==> config.mk <==
export PLATFORM = sky130hd
export DESIGN_NAME = vbuffer_upload
export DESIGN_NICKNAME = d
export VERILOG_FILES = /design/src/rtl/sv_video_pkg.sv /design/src/rtl/vbuffer_upload_pix_packer.sv /design/src/rtl/vbuffer_upload.sv
export SDC_FILE = /design/constraint.sdc
export NUM_CORES = 1
export LEC_CHECK = 0
export CAP_MARGIN = 20
export CORE_ASPECT_RATIO = 1.4
export CORE_MARGIN = 2
export CORE_UTILIZATION = 45
export CTS_BUF_LIST = sky130_fd_sc_hd__clkbuf_8 sky130_fd_sc_hd__clkbuf_16
export CTS_CLUSTER_DIAMETER = 40
export DETAILED_ROUTE_END_ITERATION = 10
export GPL_TIMING_DRIVEN = 1
export PLACE_DENSITY = 0.76
export SYNTH_ARGS = -nofsm -noshare
export SYNTH_HDL_FRONTEND = slang
export SYNTH_SLANG_ARGS = --single-unit
==> constraint.sdc <==
create_clock -name clk_sys -period 2.35 [get_ports clk_sys]
set_clock_uncertainty 0.1 [all_clocks]
set_input_delay 0.3525 -clock clk_sys [delete_from_list [all_inputs] [get_ports clk_sys]]
set_output_delay 0.3525 -clock clk_sys [all_outputs]
set_load 0.05 [all_outputs]
==> src/rtl/sv_video_pkg.sv <==
// Shared video-path constants: frame geometry, upload FSM states and the
// screenshot header bytes used by the frame buffer reader.
package sv_video_pkg;

  localparam int SV_WIDTH_PX  = 160;
  localparam int SV_HEIGHT_PX = 160;

  typedef enum logic [1:0] {
    IDLE  = 2'd0,
    FETCH = 2'd1,
    LAST  = 2'd2,
    DONE  = 2'd3
  } vbu_state_t;

  // Magic "SV" tag that opens an uploaded frame dump when the header is enabled.
  localparam logic [7:0] HDR_MAGIC0 = 8'h53;
  localparam logic [7:0] HDR_MAGIC1 = 8'h56;

endpackage

==> src/rtl/vbuffer_upload_pix_packer.sv <==
// Collects 2-bit pixels MSB-first into a byte; only the three earlier pixels are
// stored, the fourth is merged combinationally as it arrives.
module pix_packer (
  input  logic       clk,
  input  logic       reset,
  input  logic       clear,
  input  logic       load,
  input  logic [1:0] pix,
  output logic [7:0] packed_next
);

  logic [5:0] sr;

  assign packed_next = {sr, pix};

  always_ff @(posedge clk) begin
    if (reset || clear) begin
      sr <= '0;
    end else if (load) begin
      sr <= {sr[3:0], pix};
    end
  end

endmodule

==> src/rtl/vbuffer_upload.sv <==
// Streams the 2bpp frame buffer to the HPS upload channel, four pixels per byte.
// Define VBUF_UPLOAD_HEADER_EN to prefix the payload with a 4-byte header.
module vbuffer_upload
  import sv_video_pkg::*;
#(
  parameter int WIDTH_PX  = SV_WIDTH_PX,
  parameter int HEIGHT_PX = SV_HEIGHT_PX,
  parameter int ADDR_W    = 15
) (
  input  logic              clk_sys,
  input  logic              reset,
  input  logic              upload,
  input  logic              rd,
  input  logic [24:0]       addr,
  output logic [7:0]        dout,
  output logic              wait_o,
  output logic              done,
  output logic [ADDR_W-1:0] mem_addr,
  output logic              mem_rd,
  input  logic [1:0]        mem_q
);

  localparam int          NBYTES   = WIDTH_PX * HEIGHT_PX / 4;
  localparam logic [24:0] NBYTES_A = 25'(NBYTES);

  // Handshake: a read is accepted only when upload=1, rd=1, the FSM is idle and
  // wait_o is low; wait_o then stays high until dout holds the requested byte.
  vbu_state_t  state;
  logic [2:0]  k;
  logic        issue;
  logic        q_valid;
  logic        last_byte;
  logic [24:0] pidx;
  logic        hdr_hit;
  logic [7:0]  hdr_byte;
  logic        in_range;
  logic        accept;
  logic [7:0]  packed_next;

  always_comb begin
`ifdef VBUF_UPLOAD_HEADER_EN
    hdr_hit = (addr < 25'd4);
    pidx    = addr - 25'd4;
    case (addr[1:0])
      2'd0:    hdr_byte = HDR_MAGIC0;
      2'd1:    hdr_byte = HDR_MAGIC1;
      2'd2:    hdr_byte = 8'(WIDTH_PX);
      default: hdr_byte = 8'(HEIGHT_PX);
    endcase
`else
    hdr_hit  = 1'b0;
    pidx     = addr;
    hdr_byte = 8'h00;
`endif
    in_range = !hdr_hit && (pidx < NBYTES_A);
    accept   = (state == IDLE) && !wait_o && rd && upload;
  end

  pix_packer u_packer (
    .clk         (clk_sys),
    .reset       (reset),
    .clear       (accept && in_range),
    .load        (q_valid),
    .pix         (mem_q),
    .packed_next (packed_next)
  );

  always_ff @(posedge clk_sys) begin
    if (reset) begin
      state     <= IDLE;
      dout      <= 8'h00;
      wait_o    <= 1'b0;
      done      <= 1'b0;
      mem_addr  <= '0;
      mem_rd    <= 1'b0;
      k         <= 3'd0;
      issue     <= 1'b0;
      q_valid   <= 1'b0;
      last_byte <= 1'b0;
    end else if (!upload) begin
      state   <= IDLE;
      wait_o  <= 1'b0;
      mem_rd  <= 1'b0;
      done    <= 1'b0;
      issue   <= 1'b0;
      q_valid <= 1'b0;
    end else begin
      // mem_q belongs to the address issued one cycle earlier.
      q_valid <= issue;
      case (state)
        IDLE: begin
          if (wait_o) begin
            wait_o <= 1'b0;
          end else if (accept) begin
            wait_o <= 1'b1;
            if (in_range) begin
              mem_addr  <= ADDR_W'({pidx, 2'b00});
              mem_rd    <= 1'b1;
              issue     <= 1'b1;
              k         <= 3'd1;
              last_byte <= (pidx == NBYTES_A - 25'd1);
              state     <= FETCH;
            end else begin
              dout <= hdr_hit ? hdr_byte : 8'h00;
            end
          end
        end
        FETCH: begin
          if (!k[2]) begin
            mem_addr[1:0] <= k[1:0];
            k             <= k + 3'd1;
            issue         <= 1'b1;
          end else begin
            issue <= 1'b0;
            state <= LAST;
          end
        end
        LAST: begin
          dout   <= packed_next;
          wait_o <= 1'b0;
          mem_rd <= 1'b0;
          if (last_byte) done <= 1'b1;
          state <= IDLE;
        end
        default: state <= IDLE;
      endcase
    end
  end

endmodule

# Word-level counts from Yosys, hierarchy flattened
# Index checks and enable logic that the tools add are counted.
[op_classes]
addsub = 1
n_lt_le_gt_ge = 1
n_eq_ne = 9
muxes = 28
bitwise = 2
reduce_logical = 18
[ops]
columns = ["operator", "count"]
rows = [
  ["$eq 25x13->1 const B", 1],
  ["$lt 25x13->1 const B", 1],
  ["$mux 8", 3],
  ["$mux 2", 8],
  ["$pmux 8 s2", 1],
  ["$reduce_and 5->1", 3],
  ["$mux 3", 4],
  ["$ne 2x2->1 const B", 6],
  ["$reduce_and 4->1", 3],
  ["$pmux 2 s2", 2],
  ["$mux 1", 6],
  ["$pmux 1 s2", 3],
  ["$pmux 3 s2", 1],
  ["$reduce_and 6->1", 1],
  ["$logic_and 1x1->1", 4],
  ["$reduce_bool 2->1", 2],
  ["$add 3x1->3 const B", 1],
  ["$eq 2x1->1 const B", 1],
  ["$eq 2x2->1 const B", 1],
  ["$logic_not 2->1", 1],
  ["$not 1->1", 2],
  ["$reduce_and 2->1", 1],
  ["$reduce_or 2->1", 1],
  ["$logic_not 1->1", 1],
  ["$logic_or 1x1->1", 1],
]
[word_totals]
ff_bits = 40
inputBits = 31
out_inout_bits = 26
wordCells = 72

# Longest topological paths before layout
# Gate-level depths: netlist (run 1).
[depth]
word_depth = 7
ltp_mapped = 6

# Cells and area by module
# Synthesis (run 1) repeated with hierarchy kept, for this count alone.
[unflattened]
cells_unflattened = 195
area_unflattened_um2 = 1774.2
[by_module_without_submodules]
columns = ["mod", "n_inst", "cells_per_inst", "area_per_inst_um2"]
rows = [
  ["vbuffer_upload", 1, 172, 1540.2],
  ["pix_packer", 1, 23, 234.0],
]

# Least setup slack after synthesis (run 1)
# Ideal clock, no wire load.
[synth_path]
path_kind = "input to register"
from = "in addr[23]"
to = "reg mem_addr[0]"
setup_ps = 133
arrival_time_ps = 1931
required_ps = 2117
slack_ps = 186
cell_stages = 5
cell_sequence = "or4_4 > or4_4 > buf_6 > o31ai_4 > a311oi_1"
[synth_via]
elab_chain_cells = 3
[synth_rtl]
columns = ["element", "line_no", "text"]
rows = [
  ["start, declared", "vbuffer_upload.sv:14", "input logic [24:0] addr,"],
  ["$lt 25x13->1", "vbuffer_upload.sv:55", "in_range = !hdr_hit && (pidx < NBYTES_A);"],
  ["$ne 2x2->1 (no source line)", "--", ""],
  ["$reduce_and 6->1 (no source line)", "--", ""],
  ["end signal, assigned", "vbuffer_upload.sv:97", "mem_addr <= ADDR_W'({pidx, 2'b00});"],
  ["end signal, assigned", "vbuffer_upload.sv:110", "mem_addr[1:0] <= k[1:0];"],
  ["end, declared", "vbuffer_upload.sv:18", "output logic [ADDR_W-1:0] mem_addr,"],
]
# Every way passes these cells.
# A chain may end at the register's enable or synchronous reset.

# Final worst setup path (run 1)
[layout_path]
from = "in addr[20]"
to = "reg mem_addr[2]"
[layout_via]
elab_chain_cells = 2
[layout_rtl]
columns = ["element", "line_no"]
rows = [
  ["$lt 25x13->1", "vbuffer_upload.sv:55"],
  ["$reduce_and 5->1 (no source line)", "--"],
]
# Every way passes these cells.

==> results of run 1 <==
[where the power goes]
| group | switching, W | internal, W | leakage [nW] | total [W] |
|---|---|---|---|---|
| combinational | 0.0000471 | 0.0000648 | 0.484 | 0.000112 |
| clock | 0.000243 | 0.000347 | 0.0614 | 0.000590 |
| sequential | 0.000000524 | 0.000677 | 0.322 | 0.000678 |
| total | 0.000290 | 0.00109 | 0.867 | 0.00138 |
[worst max-delay path by stage]
stage	startpoint	slack [ns]	cells past startpoint	end
floorplan	addr[23]	0.19	5	mem_addr[0]
global placement	addr[20]	-0.23	6	issue
detailed placement	addr[20]	-0.27	6	mem_addr[14]
CTS	addr[20]	0.04	6	mem_addr[14]
global route	addr[23]	0.02	6	mem_addr[6]
finish	addr[20]	0.07	6	mem_addr[2]
[logic make-up after synthesis]
| family | after synthesis |
|---|---|
| compound gates | 53 |
| fa+ha+maj | 1 |
| buf+inv | 14 |
| flops | 40 |
| mux | 7 |
| simple gates | 75 |
[layout by cell type (no fill, tap or decap), types with 2 or more instances in the layout]
master / netlist / final
nand2_1: 15 / 15
dfxtp_1: 40 / 40
a311oi_1: 3 / 3
nor3_1: 4 / 3
nand2b_1: 10 / 10
or4_4: 3 / 3
nand4_1: 16 / 16
and2_1: 2 / 2
o21ai_0: 19 / 18
inv_1: 2 / 2
o311a_1: 2 / 2
mux2i_1: 7 / 7
nor4_1: 2 / 2
buf_4: 0 / 16
a21oi_1: 21 / 21
clkdlybuf4s50_1: 0 / 56
o21ai_1: 3 / 4
nor2_1: 12 / 12
nor2b_1: 4 / 4
clkbuf_8: 0 / 6
[sequential cells by signal, summed over array words and instances (netlist names)]
register,count
state,2
u_packer.sr,6
done,1
mem_rd,1
q_valid,1
dout,8
last_byte,1
mem_addr,15
issue,1
k,3
wait_o,1
[tightest hold or removal path: cells and delay by family, from the launching register on]
kind / cells / cell delay [ns]
AOI/OAI and AO/OA: 1 / 0.06
DFF: 1 / 0.32
and+or+nand+nor: 1 / 0.06
[through the flow]
step	TNS, ns	hold WS (ns)	power (W)	setup WS, ns
floorplan	0	0.324	0.000729	0.186
global placement	-5.61	0.340	0.000804	-0.234
detailed placement	-6.42	0.357	0.000805	-0.269
CTS	0	0.377	0.00139	0.0416
global route	0	0.402	0.00144	0.0218
finish	0	0.376	0.00138	0.0688
[area by class of cell]
cell class                 count  area (um2)
multi-input combinational    136         876
tap                           42        52.6
timing repair buffer          72         681
fill                         313        1130
clock buffer                   6        82.6
clock inverter                 2        38.8
sequential                    40         801
inverter                       3        11.3
[timing repair]
| item | in CTS | in global routing |
|---|---|---|
| endpoints found under the setup margin | 0 | 2 |
| buffers inserted | 0 | 0 |
| resized for setup | 0 | 2 |
[routing by layer]
| metal | share of wire | global-route usage | wire length [um] |
|---|---|---|---|
| met5 | 0 | 0 | 0 |
| met4 | 0.013 | 0.0833 | 54 |
| met3 | 0.048 | 0.0600 | 201 |
| met2 | 0.53 | 0.353 | 2210 |
| met1 | 0.41 | 0.228 | 1750 |
==> summary.txt, run 1 <==
buffers added on ports -> 56
global route overflow -> 0
Leak -> 0.867 nW
Residual DRC -> 0
post-detailed-route count of antenna-violating nets -> 0
min Tclk post-route -> 2.28 ns
Final Wtd Congestion -> 0.778
GRT Util Overall -> 0.204
vias per std cell -> 5.48
ys flop type -> dfxtp_1
CTS buffer count -> 5
CTS Sinks -> 40
Synth async-reset ratio -> 0
chip width -> 56.5 um
simple-gate share of the synthesized area -> 0.261
# rows -> 26
Max FO, Critical Path -> 13
pin count of the biggest net entering global routing -> 29
die area -> 0.00437 mm2
CP required -> 2.42 ns
insertion delay to the later sink of the worst-skew pair -> 0.29 ns
routed wire length -> 4220 um
Hold Path Sink -> dout[0]
deepest clock path buffer count -> 2
R2R Path Start -> state[1]
cells along the critical path -> clkdlybuf4s50_1, or4_4, or4_4, buf_4, o21ai_0, a21oi_1
Adder-Cell Fraction of Synth Area -> 0.00722
Syn Std Cell Area -> 0.00173 mm2
H-tree depth -> 2
flops & latches, synth -> 40
Clock transition at path regs -> 0.08 ns
Synth area leaders -> dfxtp_1 (46%), a21oi_1 (6.1%), nand4_1 (5.8%)
max-slew violations -> 0
Hold Path Class -> reg2reg
Max-slew headroom -> 0.628
post-synth top area share -> 0.462
hold_sp -> dout[0]
DR vias -> 1,649
Netlist cell types -> 35
fmax -> 438 MHz
CTS tree -> done
layout cells sized above 1 -> 0.131
PD cells -> 543 mW/mm2
# hold bufs at CTS -> 0
global-route wire length before repair -> 7040 um
final setup fails -> 0
vias in the first global route -> 1,571
WL per Instance -> 14.0 um
status -> finished clean
WP data arrival -> 2.35 ns
commonest cells in the netlist -> dfxtp_1 (40), a21oi_1 (21), o21ai_0 (19), nand4_1 (16), nand2_1 (15)
cells after synthesis -> 190
post-synthesis xor/xnor area fraction -> 0
P&R area growth vs syn -> 46.6%
top-count cell post-synth -> dfxtp_1
placed cells -> 293
r2r setup slk -> 0.59 ns
largest family of logic cells by synthesized area -> simple AND/OR/NAND/NOR gates
buffer and inverter count on the worst path -> 2
Finished Cell Area -> 0.00254 mm2
depth of the worst hold-timing path -> 2
Antenna Cells -> 0
hpwl dp -> 3150 um
r2r worst-path depth -> 4
proportion of synthesized area in mux cells -> 0.0404
Max VDD drop -> 519 uV
Post-synth EDFFs -> 0
Mapped Nets -> 222
Worst path most repeated cell -> or4_4
Placeable Area -> 0.00368 mm2
final net count -> 290
WS Path Type -> in2reg
crit-path leading delay family -> simple AND/OR/NAND/NOR gates
initial antenna violation count -> 0
initial core utilization -> 0.472
maxcap violations -> 0
r2r endpoint -> dout[5]
drt initial violations -> 45
Mean Syn Cell Area -> 9.13 um2
Slew @ Worst Pin -> 0.558 ns
startpoint type of the worst setup path -> primary input
critical path's slowest cell -> or4_4
dpl cell area -> 0.00242 mm2
largest area contributor in the netlist -> dfxtp_1
Hold Vio Cnt, Final -> 0
Top-Level Pins -> 57
Final Util -> 0.692
die height -> 77.5 um
Max stage delay on crit path -> 0.58 ns
complex-gate fraction of the synthesized area -> 0.190
fin crit share -> 0.971
Critical Path End Type -> register
Clk Tree Root Cell -> clkbuf_8
yosys warns -> 0
register area share after synthesis -> 0.462
final instance count without filler cells -> 301
Initial DRT Pass Iterations -> 4
RSZ-0062 raised after global routing -> no
Power figures use the tool's default switching activity.
==> inputs of run 2 (changes only) <==
--- a/config.mk
+++ b/config.mk
@@ -13,7 +13,8 @@
 export CTS_CLUSTER_DIAMETER = 40
 export DETAILED_ROUTE_END_ITERATION = 10
 export GPL_TIMING_DRIVEN = 1
-export PLACE_DENSITY = 0.76
+export PLACE_DENSITY = 0.75
 export SYNTH_ARGS = -nofsm -noshare
 export SYNTH_HDL_FRONTEND = slang
+export SYNTH_HIERARCHICAL = 1
 export SYNTH_SLANG_ARGS = --single-unit
==> run 2 against run 1 <==
  * Combinational power hardly changed
  * Die area up 2.2%
  * Via count is 0.85% higher
  * Power decreased by 2.9%
  * Non-clock buffer count fell by 5
  * Sequential power about the same
  * Critical path type unchanged
  * Critical endpoint is now last_byte
==> summary.txt, run 2 <==
Synth async-reset ratio -> 0 (unchanged)
layout cells sized above 1 -> 0.102 (-0.0289)
P_sw -> 0.000288 W (-0.84%)
# fillers -> 353 (+13%)
WP data arrival -> 2.07 ns (-0.28 ns)
Hold Vio Cnt, Final -> 0 (unchanged)
max-slew violations -> 0 (unchanged)
number of flip-flops in the largest register -> 15 (unchanged)
most common cell after layout, fill and taps aside -> clkdlybuf4s50_1
status -> finished clean
drt initial violations -> 53 (+18%)
fin crit share -> 0.824 (-0.146)
CTS tree -> done
r2r setup slk -> 0.71 ns (+0.12 ns)
die height -> 78.3 um (+1.1%)
commonest non-fill, non-tap cells in the layout -> clkdlybuf4s50_1 (56), dfxtp_1 (40), a21oi_1 (25)
Int Pwr -> 0.00105 W (-3.5%)
fmax -> 516 MHz (+18%)
Top-Level Pins -> 57 (unchanged)
Synth area leaders -> dfxtp_1 (45%), a21oi_1 (7.1%), nand3_1 (6.2%)
hpwl dp -> 3150 um (+0.13%)
Max-slew headroom -> 0.583 (-0.0450)
Leak -> 0.848 nW (-2.2%)
top flop regs -> mem_addr x15, dout x8, u_packer/sr x6
multi-input logic area -> 865 um2 (-1.3%)
CTS buffer count -> 5 (unchanged)
Slew @ Worst Pin -> 0.623 ns (+0.0648 ns)
# resized after CTS -> 0 (unchanged)
global-route wire length before repair -> 6800 um (-3.5%)
flops & latches, synth -> 40 (unchanged)
startpoint type of the worst setup path -> primary input
# rows -> 27 (+3.8%)
largest register by flop count -> mem_addr
chip width -> 57.1 um (+1.1%)
initial antenna violation count -> 0 (unchanged)
sw frac -> 0.215 (+0.00447)
commonest cells in the netlist -> dfxtp_1 (40), a21oi_1 (25), nand3_1 (22), nor2_1 (14), o21ai_0 (14)
post-synth top area share -> 0.451 (-0.0104)
cells along the critical path -> clkdlybuf4s50_1, o311ai_1, and3_1, buf_4, nand4_1, a21oi_1
placed cells -> 289 (-1.4%)
post-detailed-route count of antenna-violating nets -> 0 (unchanged)
Hold Path Class -> reg2reg
P&R area growth vs syn -> 39.8%
Clk Tree Root Cell -> clkbuf_8
TNS Setup -> 0 ns (unchanged)
# hold bufs at CTS -> 0 (unchanged)
buffer and inverter count on the worst path -> 2 (unchanged)
deepest clock path buffer count -> 2 (unchanged)
Sequential Power Share -> 0.506 (+0.015)
Mapped Nets -> 227 (+2.3%)
ys flop type -> dfxtp_1
GRT Util Overall -> 0.191 (-0.0127)
Final Util -> 0.644 (-0.0474)
Initial DRT Pass Iterations -> 4 (unchanged)
WS Path Type -> in2reg
CP required -> 2.48 ns (+0.06 ns)
Antenna Cells -> 0 (unchanged)
maxcap violations -> 0 (unchanged)
insertion delay to the later sink of the worst-skew pair -> 0.30 ns (about the same)
global route overflow -> 0 (unchanged)
critical path's slowest cell -> clkdlybuf4s50_1
DR vias -> 1,663 (+0.85%)
register area share after synthesis -> 0.451 (-0.0104)
pin count of the biggest net entering global routing -> 16 (-45%)
Placeable Area -> 0.00385 mm2 (+4.8%)
PD cells -> 540 mW/mm2 (-0.50%)
Netlist cell types -> 46 (+31%)
number of post-CTS setup repair buffers -> 0 (unchanged)
Clock power frac -> 0.408 (-0.020)
Max FO, Critical Path -> 9 (-4)
Clock transition at path regs -> 0.08 ns (about the same)
min Tclk post-route -> 1.94 ns (-0.344 ns)
routed wire length -> 4180 um (-1.0%)
vias in the first global route -> 1,509 (-3.9%)
crit-path leading delay family -> buffers and inverters
CTS Sinks -> 40 (unchanged)
Final Wtd Congestion -> 0.807 (+3.8%)
Syn Std Cell Area -> 0.00177 mm2 (+2.3%)
buffers added on ports -> 56 (unchanged)
yosys warns -> 6 (+6)
Critical Path End Type -> register
Total Power -> 0.00134 W (-2.9%)
initial core utilization -> 0.461 (-0.0111)
vias per std cell -> 5.60 (+2.2%)
WL per Instance -> 14.1 um (+0.34%)
sequential standard cell area -> 801 um2 (unchanged)
Post-synth EDFFs -> 0 (unchanged)
RSZ-0062 raised after global routing -> no
Max stage delay on crit path -> 0.46 ns (-0.12 ns)
Mean Syn Cell Area -> 9.10 um2 (-0.31%)
largest area contributor in the netlist -> dfxtp_1
final net count -> 285 (-1.7%)
Residual DRC -> 0 (unchanged)
cells after synthesis -> 195 (+2.6%)
H-tree depth -> 2 (unchanged)
die area -> 0.00447 mm2 (+2.2%)
final setup fails -> 0 (unchanged)
combinational share of power -> 0.086 (+0.005)
final instance count without filler cells -> 297 (-1.3%)
Max VDD drop -> 395 uV (-24%)
top-count cell post-synth -> dfxtp_1
run 2: cell count changes after synthesis, moves of 4 or more:
cell / delta
a21oi_1: +4
nand2_1: -11
nand4_1: -13
a22oi_1: +9
o21ai_0: -5
nand2b_1: -8
nand3_1: +22
run 2: worst paths after layout:
path | depth (start not counted) | start | endpoint
worst max-delay path | 6 | addr[8] | last_byte
worst min-delay path | 2 | mem_addr[2] | mem_addr[2]
worst max register to register | 5 | state[0] | last_byte
worst min register to register | 2 | mem_addr[2] | mem_addr[2]
run 2: layer usage:
layer,share of wire,wire (um),global-route usage,vias to the layer above
met4,0.020,83,0.0860,0
met5,0,0,0,-
met2,0.51,2140,0.325,57
met3,0.067,281,0.0527,10
met1,0.40,1670,0.219,766
li1,-,-,-,830
run 2: metrics by stage:
step           hold slack [ns]  setup WS [ns]  area (um2)
2_1_floorplan            0.330          0.550        1770
3_3_place_gp             0.357          0.193        2370
3_5_place_dp             0.361          0.121        2370
4_1_cts                  0.376          0.413        2480
5_1_grt                  0.394          0.258        2480
6_report                 0.375          0.413        2480
run 2: area by class of cell:
| class | instances | area share |
|---|---|---|
| clock inverters | 3 | 0.0156 |
| multi-input cells | 136 | 0.348 |
| well taps | 43 | 0.0217 |
| clock buffers | 5 | 0.0277 |
| flip-flops and latches | 40 | 0.323 |
| repair buffers | 67 | 0.259 |
| inverters | 3 | 0.00454 |
run 2: cells by family after synthesis:
family,count (synthesis),share of synthesized area
flops,40,0.451
buf+inv,19,0.0614
mux,7,0.0395
fa+ha+maj,1,0.00705
simple gates,68,0.239
compound gates,60,0.202
run 2: power by group through the flow:
stage | Combinational [W] | Sequential [W] | Clock (W)
5_1_grt | 0.000124 | 0.000678 | 0.000579
3_3_place_gp | 0.000115 | 0.000694 | 0
4_1_cts | 0.000116 | 0.000678 | 0.000553
3_5_place_dp | 0.000115 | 0.000694 | 0
6_report | 0.000115 | 0.000678 | 0.000546
2_1_floorplan | 0.0000403 | 0.000695 | 0
run 2: worst register-to-register path, stage by stage (launching register included):
cell and delay (ns):
dfxtp_1 0.39, nor3b_2 0.29, and3_1 0.34, buf_4 0.21, nand4_1 0.11, a21oi_1 0.15
